### config.mk
export PLATFORM = sky130hd
export DESIGN_NAME = stack_sequencer_flat
export DESIGN_NICKNAME = d
export VERILOG_FILES = /design/src/rtl/stack_sequencer_if.sv /design/src/rtl/stack_sequencer.sv /design/src/flat_wrapper.sv
export SDC_FILE = /design/constraint.sdc
export NUM_CORES = 1
export LEC_CHECK = 0
export BUFFER_PORTS_ARGS = -buffer_cell sky130_fd_sc_hd__buf_2
export CAP_MARGIN = 20
export CORE_UTILIZATION = 53
export DETAILED_ROUTE_END_ITERATION = 8
export MAX_ROUTING_LAYER = met4
export PLACE_DENSITY = 0.87
export SYNTH_ARGS = -nofsm -noshare
export SYNTH_HDL_FRONTEND = slang
export SYNTH_SLANG_ARGS = --single-unit
### constraint.sdc
create_clock -name clk -period 3 [get_ports clk]
set_input_delay 0.3 -clock clk [delete_from_list [all_inputs] [get_ports clk]]
set_output_delay 0.3 -clock clk [all_outputs]
set_load 0.01 [all_outputs]
### src/rtl/stack_sequencer_if.sv
// rtl/stack_sequencer_if.sv - command channel between decode/execute and the stack sequencer
interface stack_sequencer_if;
    logic       cmd_valid;
    logic       cmd_ready;
    logic [2:0] cmd_op;
    logic [1:0] cmd_rd;
    logic [7:0] cmd_data;
    logic [7:0] cmd_target;
    logic [3:0] flags_in;
    logic [7:0] sp_in;

    modport master (
        output cmd_valid, cmd_op, cmd_rd, cmd_data, cmd_target, flags_in, sp_in,
        input  cmd_ready
    );

    modport slave (
        input  cmd_valid, cmd_op, cmd_rd, cmd_data, cmd_target, flags_in, sp_in,
        output cmd_ready
    );
endinterface

### src/rtl/stack_sequencer.sv
// rtl/stack_sequencer.sv - multi-cycle PUSH/POP/CALL/RET/INT/RTI engine driving SP, PC and flags
module stack_sequencer #(
    parameter logic [7:0] STACK_LIMIT = 8'h80,
    parameter logic [7:0] STACK_TOP   = 8'hFF,
    parameter logic [7:0] INT_VECTOR  = 8'h02
) (
    input  logic                    clk,
    input  logic                    reset,
    stack_sequencer_if.slave        cmd,
    output logic [7:0]              dmem_addr,
    output logic [7:0]              dmem_wdata,
    output logic                    dmem_we,
    output logic                    dmem_re,
    input  logic [7:0]              dmem_rdata,
    output logic                    rf_we,
    output logic [1:0]              rf_waddr,
    output logic [7:0]              rf_wdata,
    output logic                    update_sp,
    output logic [7:0]              new_sp,
    output logic                    pc_load,
    output logic [7:0]              pc_value,
    output logic                    flags_load,
    output logic [3:0]              flags_value,
    output logic                    done,
    output logic [1:0]              err_code
);
    localparam logic [2:0] OP_NOP  = 3'b000;
    localparam logic [2:0] OP_PUSH = 3'b001;
    localparam logic [2:0] OP_POP  = 3'b010;
    localparam logic [2:0] OP_CALL = 3'b011;
    localparam logic [2:0] OP_RET  = 3'b100;
    localparam logic [2:0] OP_INT  = 3'b101;
    localparam logic [2:0] OP_RTI  = 3'b110;

    typedef enum logic [2:0] {IDLE, W1, W2, RDQ, R1D, R2D, ERR} state_t;

    state_t     state, state_n;
    logic [2:0] op_q;
    logic [1:0] rd_q;
    logic [7:0] data_q, target_q, sp_q;
    logic [3:0] flags_q, rflags_q;
    logic [1:0] err_q, err_d;
    logic       accept;

    // Bounds are compared in 9 bits so that limit+n and sp+n never wrap.
    logic [8:0] sp9, lim9, top9;
    logic       ovf1, ovf2, unf1, unf2;

    assign sp9  = {1'b0, cmd.sp_in};
    assign lim9 = {1'b0, STACK_LIMIT};
    assign top9 = {1'b0, STACK_TOP};
    assign ovf1 = (sp9 + 9'd1) < (lim9 + 9'd1);
    assign ovf2 = (sp9 + 9'd1) < (lim9 + 9'd2);
    assign unf1 = (sp9 + 9'd1) > top9;
    assign unf2 = (sp9 + 9'd2) > top9;

    assign cmd.cmd_ready = (state == IDLE) && !reset;
    assign accept        = cmd.cmd_valid && cmd.cmd_ready;

    always_ff @(posedge clk) begin
        if (reset) begin
            state    <= IDLE;
            op_q     <= OP_NOP;
            rd_q     <= 2'd0;
            data_q   <= 8'd0;
            target_q <= 8'd0;
            sp_q     <= 8'd0;
            flags_q  <= 4'd0;
            rflags_q <= 4'd0;
            err_q    <= 2'd0;
        end else begin
            state <= state_n;
            if (accept) begin
                op_q     <= cmd.cmd_op;
                rd_q     <= cmd.cmd_rd;
                data_q   <= cmd.cmd_data;
                target_q <= cmd.cmd_target;
                sp_q     <= cmd.sp_in;
                flags_q  <= cmd.flags_in;
                err_q    <= err_d;
            end
            if (state == R1D)
                rflags_q <= dmem_rdata[3:0];
        end
    end

    always_comb begin
        state_n     = state;
        err_d       = 2'b00;
        dmem_addr   = 8'd0;
        dmem_wdata  = 8'd0;
        dmem_we     = 1'b0;
        dmem_re     = 1'b0;
        rf_we       = 1'b0;
        rf_waddr    = 2'd0;
        rf_wdata    = 8'd0;
        update_sp   = 1'b0;
        new_sp      = 8'd0;
        pc_load     = 1'b0;
        pc_value    = 8'd0;
        flags_load  = 1'b0;
        flags_value = 4'd0;
        done        = 1'b0;
        err_code    = 2'b00;

        if (accept) begin
            case (cmd.cmd_op)
                OP_NOP:           state_n = ERR;
                OP_PUSH, OP_CALL: begin state_n = ovf1 ? ERR : W1; err_d = ovf1 ? 2'b01 : 2'b00; end
                OP_INT:           begin state_n = ovf2 ? ERR : W1; err_d = ovf2 ? 2'b01 : 2'b00; end
                OP_POP: begin
                    if (cmd.cmd_rd == 2'd3) begin state_n = ERR; err_d = 2'b11; end
                    else begin state_n = unf1 ? ERR : RDQ; err_d = unf1 ? 2'b10 : 2'b00; end
                end
                OP_RET:           begin state_n = unf1 ? ERR : RDQ; err_d = unf1 ? 2'b10 : 2'b00; end
                OP_RTI:           begin state_n = unf2 ? ERR : RDQ; err_d = unf2 ? 2'b10 : 2'b00; end
                default:          begin state_n = ERR; err_d = 2'b11; end
            endcase
        end

        if (!reset) begin
            case (state)
                W1: begin
                    dmem_we    = 1'b1;
                    dmem_addr  = sp_q;
                    dmem_wdata = data_q;
                    if (op_q == OP_INT) begin
                        state_n = W2;
                    end else begin
                        update_sp = 1'b1;
                        new_sp    = sp_q - 8'd1;
                        pc_load   = (op_q == OP_CALL);
                        pc_value  = (op_q == OP_CALL) ? target_q : 8'd0;
                        done      = 1'b1;
                        state_n   = IDLE;
                    end
                end
                W2: begin
                    dmem_we    = 1'b1;
                    dmem_addr  = sp_q - 8'd1;
                    dmem_wdata = {4'b0000, flags_q};
                    update_sp  = 1'b1;
                    new_sp     = sp_q - 8'd2;
                    pc_load    = 1'b1;
                    pc_value   = INT_VECTOR;
                    done       = 1'b1;
                    state_n    = IDLE;
                end
                RDQ: begin
                    dmem_re   = 1'b1;
                    dmem_addr = sp_q + 8'd1;
                    state_n   = R1D;
                end
                R1D: begin
                    if (op_q == OP_RTI) begin
                        dmem_re   = 1'b1;
                        dmem_addr = sp_q + 8'd2;
                        state_n   = R2D;
                    end else begin
                        rf_we     = (op_q == OP_POP);
                        rf_waddr  = (op_q == OP_POP) ? rd_q : 2'd0;
                        rf_wdata  = (op_q == OP_POP) ? dmem_rdata : 8'd0;
                        pc_load   = (op_q == OP_RET);
                        pc_value  = (op_q == OP_RET) ? dmem_rdata : 8'd0;
                        update_sp = 1'b1;
                        new_sp    = sp_q + 8'd1;
                        done      = 1'b1;
                        state_n   = IDLE;
                    end
                end
                R2D: begin
                    pc_load     = 1'b1;
                    pc_value    = dmem_rdata;
                    flags_load  = 1'b1;
                    flags_value = rflags_q;
                    update_sp   = 1'b1;
                    new_sp      = sp_q + 8'd2;
                    done        = 1'b1;
                    state_n     = IDLE;
                end
                ERR: begin
                    done     = 1'b1;
                    err_code = err_q;
                    state_n  = IDLE;
                end
                default: ;
            endcase
        end
    end
endmodule

### src/flat_wrapper.sv
// flat-port wrapper written by rule: the top's interface ports become plain ports
module stack_sequencer_flat 
#(
    parameter logic [7:0] STACK_LIMIT = 8'h80,
    parameter logic [7:0] STACK_TOP   = 8'hFF,
    parameter logic [7:0] INT_VECTOR  = 8'h02
)
  (clk, reset, dmem_addr, dmem_wdata, dmem_we, dmem_re, dmem_rdata, rf_we, rf_waddr, rf_wdata, update_sp, new_sp, pc_load, pc_value, flags_load, flags_value, done, err_code, cmd_cmd_valid, cmd_cmd_op, cmd_cmd_rd, cmd_cmd_data, cmd_cmd_target, cmd_flags_in, cmd_sp_in, cmd_cmd_ready);
  stack_sequencer_if cmd_i ();
  input  logic clk;
  input  logic reset;
  output logic [7:0] dmem_addr;
  output logic [7:0] dmem_wdata;
  output logic dmem_we;
  output logic dmem_re;
  input  logic [7:0] dmem_rdata;
  output logic rf_we;
  output logic [1:0] rf_waddr;
  output logic [7:0] rf_wdata;
  output logic update_sp;
  output logic [7:0] new_sp;
  output logic pc_load;
  output logic [7:0] pc_value;
  output logic flags_load;
  output logic [3:0] flags_value;
  output logic done;
  output logic [1:0] err_code;
  input wire logic [$bits(cmd_i.cmd_valid)-1:0] cmd_cmd_valid;
  input wire logic [$bits(cmd_i.cmd_op)-1:0] cmd_cmd_op;
  input wire logic [$bits(cmd_i.cmd_rd)-1:0] cmd_cmd_rd;
  input wire logic [$bits(cmd_i.cmd_data)-1:0] cmd_cmd_data;
  input wire logic [$bits(cmd_i.cmd_target)-1:0] cmd_cmd_target;
  input wire logic [$bits(cmd_i.flags_in)-1:0] cmd_flags_in;
  input wire logic [$bits(cmd_i.sp_in)-1:0] cmd_sp_in;
  output wire logic [$bits(cmd_i.cmd_ready)-1:0] cmd_cmd_ready;
  assign cmd_i.cmd_valid = cmd_cmd_valid;
  assign cmd_i.cmd_op = cmd_cmd_op;
  assign cmd_i.cmd_rd = cmd_cmd_rd;
  assign cmd_i.cmd_data = cmd_cmd_data;
  assign cmd_i.cmd_target = cmd_cmd_target;
  assign cmd_i.flags_in = cmd_flags_in;
  assign cmd_i.sp_in = cmd_sp_in;
  assign cmd_cmd_ready = cmd_i.cmd_ready;
  stack_sequencer #(.STACK_LIMIT(STACK_LIMIT), .STACK_TOP(STACK_TOP), .INT_VECTOR(INT_VECTOR)) u_core (.clk(clk), .reset(reset), .cmd(cmd_i), .dmem_addr(dmem_addr), .dmem_wdata(dmem_wdata), .dmem_we(dmem_we), .dmem_re(dmem_re), .dmem_rdata(dmem_rdata), .rf_we(rf_we), .rf_waddr(rf_waddr), .rf_wdata(rf_wdata), .update_sp(update_sp), .new_sp(new_sp), .pc_load(pc_load), .pc_value(pc_value), .flags_load(flags_load), .flags_value(flags_value), .done(done), .err_code(err_code));
endmodule
### Word level (Yosys, flattened, before mapping)

Cells that the tools add are included.

| storage, ports and cells | value |
|---|---|
| bits in registers | 42 |
| latch bits | 0 |
| bits in writable memories | 0 |
| bits in read-only memories | 0 |
| input port bits | 44 |
| output and inout bits | 56 |
| word-level logic and storage cells | 110 |
| memories kept | 0 |

| cells by class | value |
|---|---|
| add/subtract/negate cells | 6 |
| multiply operators | 0 |
| divide/modulo/power cells | 0 |
| order comparisons | 4 |
| equality and inequality tests | 18 |
| shifts and indexed selects | 0 |
| multiplexer cells | 63 |
| bitwise logic cells | 0 |
| reductions and logical operators | 10 |

Operators by type and width:

| cell | count |
|---|---|
| $mux 8 | 15 |
| $pmux 8 s4 | 3 |
| $eq 3x3->1 const B | 9 |
| $mux 3 | 7 |
| $mux 2 | 10 |
| $eq 3x2->1 const B | 6 |
| $gt 9x8->1 const B | 2 |
| $lt 9x8->1 const B | 2 |
| $mux 1 | 18 |
| $pmux 8 s2 | 1 |
| $pmux 3 s5 | 1 |
| $pmux 2 s6 | 1 |
| $pmux 3 s4 | 1 |
| $add 8x1->9 const B | 1 |
| $add 8x2->9 const B | 1 |
| $pmux 1 s3 | 3 |
| $add 8x1->8 const B | 1 |
| $add 8x2->8 const B | 1 |
| $mux 4 | 2 |
| $sub 8x1->8 const B | 1 |
| $sub 8x2->8 const B | 1 |
| $eq 3x1->1 const B | 2 |
| $logic_not 3->1 | 2 |
| $reduce_or 2->1 | 3 |
| other kinds (6) | 7 |

### Depth between registers and ports, before layout

Gate-level depths: netlist of the first run.

| depth | value |
|---|---|
| depth in word-level cells | 7 |
| gate-level depth with buffers | 8 |
| depth with buffers taken out | 7 |

### Least setup slack after synthesis of the first run

OpenSTA, ideal clock, no wires.

| path | value |
|---|---|
| path type | flip-flop to output port |
| start point | register u_core.sp_q[2] |
| end point | output dmem_addr[7] |
| arrival time | 1.978 ns |
| required time | 2.700 ns |
| path slack | 0.722 ns |
| cell stages (with the launch flop) | 8 |
| buffers on the path | 1 |
| cells stage by stage | dfxtp_1 > buf_1 > inv_1 > ha_1 > or3b_2 > a21oi_1 > nand3_1 > a211oi_1 |

| on the way | value |
|---|---|
| word-level cells in the longest chain between the ends | 4 |
| elaborated cells on any way between the ends | 6 |
| those cells by class | add/sub (3); mux (3) |

Ends and longest elaborated chain:

| item | RTL line | source |
|---|---|---|
| start: declaration | stack_sequencer.sv:40 | `logic [7:0] data_q, target_q, sp_q;` |
| start signal: assignment | stack_sequencer.sv:78 | `sp_q <= cmd.sp_in;` |
| $add 8x2->8 | stack_sequencer.sv:157 | `dmem_addr = sp_q + 8'd2;` |
| $mux 8 | stack_sequencer.sv:155 | `if (op_q == OP_RTI) begin` |
| $pmux 8 s4 (*) | stack_sequencer.sv:122 | `case (state)` |
| $mux 8 (*) | stack_sequencer.sv:121 | `if (!reset) begin` |
| end: declaration | flat_wrapper.sv:12 | `output logic [7:0] dmem_addr;` |

Every way passes the cells marked *; elsewhere a longest branch is shown, timed or not.

### Worst setup path after layout of the first run

| path | value |
|---|---|
| start point | register u_core.sp_q[1] |
| end point | output dmem_addr[7] |

The elaborated chain is that of the path after synthesis.

==> results of run 1 <==
critical path: stages (launching register included):
cell and delay, ns:
dfxtp_1 0.39, inv_1 0.20, ha_1 0.25, or3b_2 0.47, a21oi_1 0.31, a21oi_1 0.11, a211oi_1 0.26, a211oi_1 0.08
buf_2 0.16
final cells by class:
class                      instances  area (µm²)  share of cell area
multi-input combinational        428        2500               0.602
sequential                        42         841               0.203
timing repair buffer             111         586               0.141
tap                               77        96.3              0.0232
clock buffer                       5        68.8              0.0166
inverter                          10        37.5             0.00905
clock inverter                     3        21.3             0.00513
worst paths after layout:
check,from,endpoint,slack (ns),cells past startpoint
setup reg to reg,u_core.state[1]$_SDFFE_PP0P_,u_core.target_q[0]$_SDFFE_PP0P_,0.83,5
hold reg to reg,u_core.flags_q[2]$_SDFFE_PP0P_,u_core.flags_q[2]$_SDFFE_PP0P_,0.46,2
hold / removal,cmd_cmd_data[5],u_core.data_q[5]$_SDFFE_PP0P_,0.23,3
setup / recovery,u_core.sp_q[1]$_SDFFE_PP0P_,dmem_addr[7],0.18,8
registers in the layout, indices dropped and copies added, names as in the netlist:
signal,flops
u_core.data_q,8
u_core.err_q,2
u_core.flags_q,4
u_core.op_q,3
u_core.rd_q,2
u_core.rflags_q,4
u_core.sp_q,8
u_core.state,3
u_core.target_q,8
power by group through the flow:
stage	logic [mW]	clock network, mW	registers, mW
after global routing	1.23	0.397	0.765
after CTS	1.10	0.370	0.748
after detailed placement	1.10	0	0.761
after global placement	1.09	0	0.754
after floorplan	0.853	0	0.694
final	1.12	0.363	0.755
Yosys cell counts, types with 4 or more instances:
library cell	count	area share
clkbuf_1	26	0.027
a31oi_1	5	0.0088
o21ai_0	16	0.023
a21oi_1	65	0.092
a211oi_1	7	0.015
nor2b_1	5	0.0088
and3_1	8	0.014
and2_1	20	0.035
inv_1	9	0.0095
nand2_1	108	0.11
a311oi_1	4	0.0099
xnor2_1	5	0.012
nand4b_1	4	0.0099
nor3b_1	5	0.011
buf_1	4	0.0042
o221ai_1	8	0.020
xor2_1	6	0.015
buf_2	12	0.017
nor2_1	39	0.041
dfxtp_1	42	0.24
nand3b_1	8	0.017
nand4_1	4	0.0070
ha_1	11	0.039
a22oi_1	18	0.038
o211ai_1	7	0.015
nor3_1	9	0.013
nand3_1	13	0.018
layer usage:
| layer | vias to the layer above | global-route usage |
|---|---|---|
| li1 | 2013 | - |
| met1 | 1870 | 0.388 |
| met5 | - | - |
| met4 | 0 | 0.111 |
| met3 | 20 | 0.0336 |
| met2 | 223 | 0.458 |
cell families after synthesis:
group / after synthesis / synth area share
XOR/XNOR: 11 / 0.0271
buffers and inverters: 53 / 0.0612
flip-flops: 42 / 0.237
AND/OR/NAND/NOR: 248 / 0.348
multiplexers: 1 / 0.00282
AO/OA/AOI/OAI: 157 / 0.286
adder cells (fa/ha/maj): 11 / 0.0387
metrics by stage:
step / utilization / total power, mW / cells / setup WS (ns) / hold slack [ns]
3_3_place_gp: 0.632 / 1.84 / 668 / 0.623 / 0.438
4_1_cts: 0.646 / 2.22 / 676 / 0.223 / 0.232
6_report: 0.646 / 2.24 / 676 / 0.181 / 0.233
5_1_grt: 0.646 / 2.39 / 676 / 0.0152 / 0.235
2_1_floorplan: - / 1.55 / 523 / 0.722 / 0.432
3_5_place_dp: 0.632 / 1.86 / 668 / 0.545 / 0.448
==> flow_summary.json, run 1 <==
{
  "async_reset_ff_frac": 0,
  "synth-seq-cells": 42,
  "grt_pass1_vias": 3571,
  "startpoint_type": "flip-flop",
  "synth_edf_count": 0,
  "drive_above_1_share": 0.217,
  "intPower_mw": 1.23,
  "timing.final.crit_share": 0.940,
  "syn_nets": 578,
  "hold_viol_final": 0,
  "final.setup_skew_ns": 0.0117,
  "finalSetupViolCount": 0,
  "syn_inst": 523,
  "die_w_um": 83.9,
  "power_frac_seq": 0.337,
  "wire_per_inst_um": 15.3,
  "grt_overflow": 0,
  "cp.required_ns": 2.70,
  "io_buffers": 99,
  "hold_buffers": 0,
  "seq_area_frac_synth": 0.237,
  "grt_max_degree": 35,
  "vias": 4126,
  "row_count": 29,
  "ys_warn_count": 0,
  "final_common_cell": "nand2_1",
  "drv_slew": 0,
  "synth_flop_cell": "dfxtp_1",
  "max_clock_freq_mhz": 355,
  "clk_latency_ns": 0.30,
  "via_per_inst": 6.10,
  "hpwl_mm": 7.64,
  "hold_class": "input port to flip-flop",
  "initial_core_util": 0.553,
  "cts-htree-levels": 2,
  "wl_met2_mm": 4.84,
  "drtAntennaViolNets": 0,
  "violations": "design-rule violations",
  "drv_cap": 0,
  "die_height_um": 83.9,
  "cp-end-kind": "output pin",
  "antenna_cells": 0,
  "highest_layer": "met4",
  "grt_pass1_wl_mm": 16.7,
  "relSlewSlack": 0.548,
  "fin_tns_setup_ns": 0,
  "antenna_found_initial": 0,
  "postLayoutCellArea_um2": 4150,
  "wl_met1_mm": 4.46,
  "netlist_area_um2": 3550,
  "grtUsageTotal": 0.293,
  "dieArea_um2": 7040,
  "place_congestion": 0.976,
  "drt_wl_total_mm": 10.3,
  "core-area_um2": 6420,
  "netlist-cell-type-count": 59,
  "peakVddDrop_uv": 328,
  "synth.avg_cell_area_um2": 6.80,
  "clockRootBuffer": "clkbuf_8",
  "post_cts_buffers": 0,
  "power_frac_comb": 0.502,
  "ctsResizeCount": 0,
  "drc_errors": 12,
  "drt_iter0_drc": 435,
  "cts_tree": "done",
  "cts_buffers": 5,
  "clkSinkCount": 42,
  "power_switching_mw": 1.01,
  "final_nets": 653,
  "io_pins": 100,
  "dpl_cell_area_um2": 4060,
  "firstDrtPassIters": 7,
  "critical_path_class": "flip-flop to output pin",
  "status": "finished, violations left",
  "critPathMaxFanout": 8,
  "leakage_nw": 1.72,
  "most-common-layout-cells": "108 x nand2_1, 99 x buf_2, 65 x a21oi_1, 42 x dfxtp_1, 39 x nor2_1",
  "cts_buffer_depth": 2,
  "period_minus_slack_ns": 2.82,
  "dr_wl_met3_um": 814,
  "rsz0062_at_grt": "false",
  "p_sw_frac": 0.452,
  "clkPwrFrac": 0.162,
  "syn_to_final_growth_pct": 16.6,
  "worstMarginPinSlew_ns": 0.677,
  "clkTransAtPathRegs_ns": 0.08,
  "fillers": 597,
  "cellPowerDensity_nw_per_um2": 541,
  "arrival_ns": 2.52
}
(Power assumes the default switching activity.)
==> run 2, diff against run 1 <==
Settings changed: CORE_MARGIN set to 2.
==> run 2 against run 1 <==
Net effect: the run still ends with design-rule violations left; sequential power is 0.5% lower; utilization up 0.55 points; power up 1.4%; worst setup slack better by 0.034 ns; count of clock-buffer cells in the layout stayed put; critical path type unchanged; critical endpoint is now dmem_addr[4]; die area increased by 4.8%; sequential share of layout area fell by 0.17 points; largest power group unchanged; via count shrank 0.85%; global-route usage decreased by 0.24 points; largest cell class unchanged; non-clock buffer count up 3.
==> flow_summary.json, run 2 (synthesis gave the netlist of run 1 again) <==
{
  "drc_errors": 7,
  "fin_tns_setup_ns": 0,
  "intPower_mw": 1.25,
  "drive_above_1_share": 0.221,
  "critical_path_class": "flip-flop to output pin",
  "dpl.cell_count": 671,
  "hold_viol_final": 0,
  "dieArea_um2": 7380,
  "wire_per_inst_um": 15.5,
  "die_height_um": 85.9,
  "cellPowerDensity_nw_per_um2": 544,
  "cp_cell_sequence": "or3b_1, nor2_2, a22o_1, a311oi_1, nor3b_1, buf_2",
  "grt_max_degree": 40,
  "startpoint_type": "flip-flop",
  "fillers": 593,
  "cts_buffers": 5,
  "critPathTopFamily": "simple AND/OR/NAND/NOR gates",
  "grtUsageTotal": 0.290,
  "cts-htree-levels": 2,
  "grt_overflow": 0,
  "cp.required_ns": 2.70,
  "hpwl_mm": 7.89,
  "drv_slew": 0,
  "p_sw_frac": 0.449,
  "drtAntennaViolNets": 0,
  "peakVddDrop_uv": 282,
  "final.setup_skew_ns": 0.0117,
  "cts_buffer_depth": 2,
  "hold_class": "input port to flip-flop",
  "clkTransAtPathRegs_ns": 0.09,
  "instances_no_fill": 679,
  "firstDrtPassIters": 7,
  "relSlewSlack": 0.525,
  "io_pins": 100,
  "clkSinkCount": 42,
  "drt_iter0_drc": 340,
  "reg.largest.list": "u_core.data_q (8), u_core.sp_q (8), u_core.target_q (8)",
  "worstMarginPinSlew_ns": 0.706,
  "power_frac_seq": 0.330,
  "status": "finished, violations left",
  "via_per_inst": 6.03,
  "syn_to_final_growth_pct": 17.6,
  "initial_core_util": 0.553,
  "max_clock_freq_mhz": 359,
  "slowest_delay_ns": 0.63,
  "cts_tree": "done",
  "antenna_found_initial": 0,
  "critPathMaxFanout": 16,
  "violations": "design-rule violations",
  "clk_latency_ns": 0.30,
  "rsz0062_at_grt": "false",
  "period_minus_slack_ns": 2.79,
  "slowest_stage": "dfxtp_1",
  "finalSetupViolCount": 0,
  "most-common-layout-cells": "108 x nand2_1, 99 x buf_2, 65 x a21oi_1, 42 x dfxtp_1, 39 x nor2_1",
  "power_switching_mw": 1.02,
  "place_congestion": 0.970,
  "leakage_nw": 1.74,
  "timing.final.crit_share": 0.928,
  "power_frac_comb": 0.507,
  "vias": 4091,
  "io_buffers": 99,
  "drv_cap": 0,
  "cp-end-kind": "output pin",
  "final_common_cell": "nand2_1",
  "final_nets": 656,
  "die_w_um": 85.9,
  "grt_pass1_wl_mm": 17.3,
  "row_count": 29,
  "ctsResizeCount": 0,
  "drt_wl_total_mm": 10.5,
  "hold_buffers": 0,
  "post_cts_buffers": 0,
  "power_mw": 2.27,
  "core-area_um2": 6420,
  "antenna_cells": 0,
  "critical_path.n_buffers_inverters": 1,
  "clockRootBuffer": "clkbuf_8",
  "grt_pass1_vias": 3705,
  "clkPwrFrac": 0.163,
  "arrival_ns": 2.49
}
[run 2: cell types whose count changed in the layout (fill, tap and decap cells not counted), sizes merged]
| cell | delta |
|---|---|
| buf | +3 |
[run 2: area by class of cell]
type,instances,area [µm²],share of cell area
Clock buffer,5,68.8,0.0165
Clock inverter,3,21.3,0.00509
Inverter,10,37.5,0.00898
Timing Repair Buffer,114,621,0.148
Tap cell,77,96.3,0.0230
Sequential cell,42,841,0.201
Multi-Input combinational cell,428,2500,0.597
[run 2: layer usage]
metal	GRT usage	routed length, µm	vias to the layer above
met4	0.104	210	0
met3	0.0443	749	21
met1	0.384	4590	1850
met5	-	0	-
li1	-	-	2025
met2	0.450	4960	195
[run 2: path summary, 6_finish.rpt]
path                                          to  slack (ns)                     startpoint  depth (start not counted)
hold reg to reg    u_core.data_q[6]$_SDFFE_PP0P_        0.46  u_core.data_q[6]$_SDFFE_PP0P_                          2
setup / recovery                    dmem_addr[4]        0.21   u_core.state[2]$_SDFFE_PP0P_                          6
setup reg to reg    u_core.err_q[1]$_SDFFE_PP0P_        0.70   u_core.state[2]$_SDFFE_PP0P_                          6
hold / removal    u_core.flags_q[1]$_SDFFE_PP0P_        0.23                cmd_flags_in[1]                          3
[run 2: worst reg2reg max path, stage by stage (launching register included)]
cell and delay, ns:
dfxtp_1 0.46, buf_4 0.25, nor4_2 0.42, and2_1 0.62
buf_12 0.24, o21ai_0 0.09, a31oi_1 0.15
[run 2: per-stage QoR]
step | hold slack, ns | cell area, µm² | utilization | setup slack [ns]
after global routing | 0.225 | 4180 | 0.651 | 0.00368
after CTS | 0.218 | 4180 | 0.651 | 0.264
after detailed placement | 0.443 | 4090 | 0.637 | 0.606
after floorplan | 0.432 | 3550 | - | 0.722
final | 0.226 | 4180 | 0.651 | 0.215
after global placement | 0.438 | 4090 | 0.637 | 0.582
[run 2: power by group through the flow]
stage	Combinational (mW)	Sequential [mW]	Clock [mW]
after floorplan	0.853	0.694	0
after detailed placement	1.13	0.759	0
after global routing	1.28	0.764	0.401
after global placement	1.11	0.751	0
after CTS	1.13	0.746	0.378
final	1.15	0.751	0.370
==> run 3, diff against run 2 <==
Settings changed: GPL_TIMING_DRIVEN set to 0, PLACE_DENSITY 0.87 to 0.91.
==> run 3 against run 2 <==
Net effect: the run still ends with design-rule violations left; global-route usage increased by 2.7 points; via count increased by 7.7%; design area increased by 1.2%; die area unchanged; worst setup slack got worse by 0.15 ns; clock power increased by 4%; count of clock-buffer cells in the layout unchanged; hold slack got worse by 0.0085 ns; register-to-register slack improved by 0.27 ns; cell count increased by 3.5%.
==> flow_summary.json, run 3 (synthesis gave the netlist of run 1 again) <==
{
  "status": "finished, violations left",
  "violations": "design-rule violations",
  "core-area_um2": 6420,
  "relSlewSlack": 0.509,
  "drtAntennaViolNets": 0,
  "arrival_ns": 2.64,
  "postLayoutCellArea_um2": 4230,
  "drive_above_1_share": 0.212,
  "cellPowerDensity_nw_per_um2": 547,
  "worstMarginPinSlew_ns": 0.734,
  "finalSetupViolCount": 0,
  "drt_iter0_drc": 600,
  "antenna_cells": 0,
  "critPathMaxFanout": 10,
  "cp_cell_sequence": "buf_2, buf_2, xnor2_1, nor3_1, nor2_1, clkbuf_1, nor2_1, buf_2",
  "drv_cap": 0,
  "row_count": 29,
  "dpl.cell_count": 695,
  "via_per_inst": 6.27,
  "firstDrtPassIters": 9,
  "cts-htree-levels": 2,
  "syn_to_final_growth_pct": 19.0,
  "cp.required_ns": 2.70,
  "drv_slew": 0,
  "cts_buffer_depth": 2,
  "fin_hold_ws_ns": 0.218,
  "crit_top_cell": "buf_2",
  "dieArea_um2": 7380,
  "fin_tns_setup_ns": 0,
  "cp-end-kind": "output pin",
  "grtUsageTotal": 0.318,
  "post_cts_buffers": 0,
  "startpoint_type": "flip-flop",
  "hold_class": "input port to flip-flop",
  "fin_util": 0.659,
  "io_pins": 100,
  "drt_wl_total_mm": 11.6,
  "most-common-layout-cells": "108 x nand2_1, 108 x buf_2, 64 x a21oi_1, 42 x dfxtp_1, 39 x nor2_1",
  "slowest_stage": "nor2_1",
  "peakVddDrop_uv": 452,
  "fillers": 614,
  "drc_errors": 5,
  "cts_tree": "done",
  "grt_max_degree": 16,
  "pre_cts_slack_ns": 0.312,
  "io_buffers": 95,
  "period_minus_slack_ns": 2.94,
  "instances_no_fill": 703,
  "clockRootBuffer": "clkbuf_8",
  "die_w_um": 85.9,
  "hpwl_mm": 8.78,
  "die_height_um": 85.9,
  "hold_viol_final": 0,
  "timing.final.crit_share": 0.979,
  "grt_pass1_wl_mm": 18.7,
  "critical_path_class": "flip-flop to output pin",
  "hold_buffers": 0,
  "grt_pass1_vias": 3965,
  "final_nets": 680,
  "max_clock_freq_mhz": 340,
  "leakage_nw": 1.74,
  "place_congestion": 0.961,
  "initial_core_util": 0.553,
  "vias": 4408,
  "rsz0062_at_grt": "false",
  "setup_slack_ns": 0.0626,
  "clk_latency_ns": 0.31,
  "grt_overflow": 0,
  "dpl_cell_area_um2": 4130,
  "slowest_delay_ns": 0.57,
  "antenna_found_initial": 0,
  "wire_per_inst_um": 16.5,
  "clkSinkCount": 42,
  "reg.largest.list": "u_core.data_q (8), u_core.sp_q (8), u_core.target_q (8)",
  "final.setup_skew_ns": 0.0155,
  "clkTransAtPathRegs_ns": 0.10,
  "power_mw": 2.31,
  "ctsResizeCount": 1,
  "cts_buffers": 5
}
==> run 3: cell count changes in the layout (fill, tap and decap cells not counted), moves of 3 or more <==
cell	change
buf_2	+9
buf_4	-13
buf_1	+3
clkbuf_1	+25
==> run 3: metal layers <==
metal / vias up / GRT usage / share of wire
met5: - / - / 0
met4: 0 / 0.113 / 0.026
met3: 33 / 0.0462 / 0.11
met2: 302 / 0.503 / 0.47
met1: 2005 / 0.413 / 0.39
li1: 2068 / - / -
==> run 3: path summary, 6_finish.rpt <==
path / endpoint / slack (ns) / start / depth (start not counted)
max reg2reg: u_core.state[2]$_SDFFE_PP0P_ / 0.97 / u_core.state[2]$_SDFFE_PP0P_ / 6
max: pc_value[7] / 0.06 / u_core.state[1]$_SDFFE_PP0P_ / 8
min reg2reg: u_core.rflags_q[0]$_SDFFE_PP0P_ / 0.46 / u_core.rflags_q[0]$_SDFFE_PP0P_ / 2
min: u_core.data_q[0]$_SDFFE_PP0P_ / 0.22 / cmd_cmd_data[0] / 3
==> run 3: area by class of cell <==
type                            count  area [µm²]  share of cell area
Clock inverter                      3        23.8             0.00562
Timing Repair Buffer               95         475               0.112
Buffer                             43         183              0.0432
Tap cell                           77        96.3              0.0228
Multi-Input combinational cell    428        2500               0.592
Clock buffer                        5        68.8              0.0163
Sequential cell                    42         841               0.199
Inverter                           10        37.5             0.00887
==> run 3: worst max-delay path: cells and delay by family, from the launching register on <==
| family | cells | cell delay, ns |
|---|---|---|
| xor gates and xnor gates | 1 | 0.15 |
| and+or+nand+nor | 3 | 0.76 |
| DFF | 1 | 0.36 |
| buffers and inverters | 4 | 1.05 |
==> run 3: power by group <==
part	total, mW	internal (mW)	switching [mW]
Combinational	1.22	0.432	0.788
Clock	0.385	0.167	0.218
Sequential	0.708	0.641	0.0672
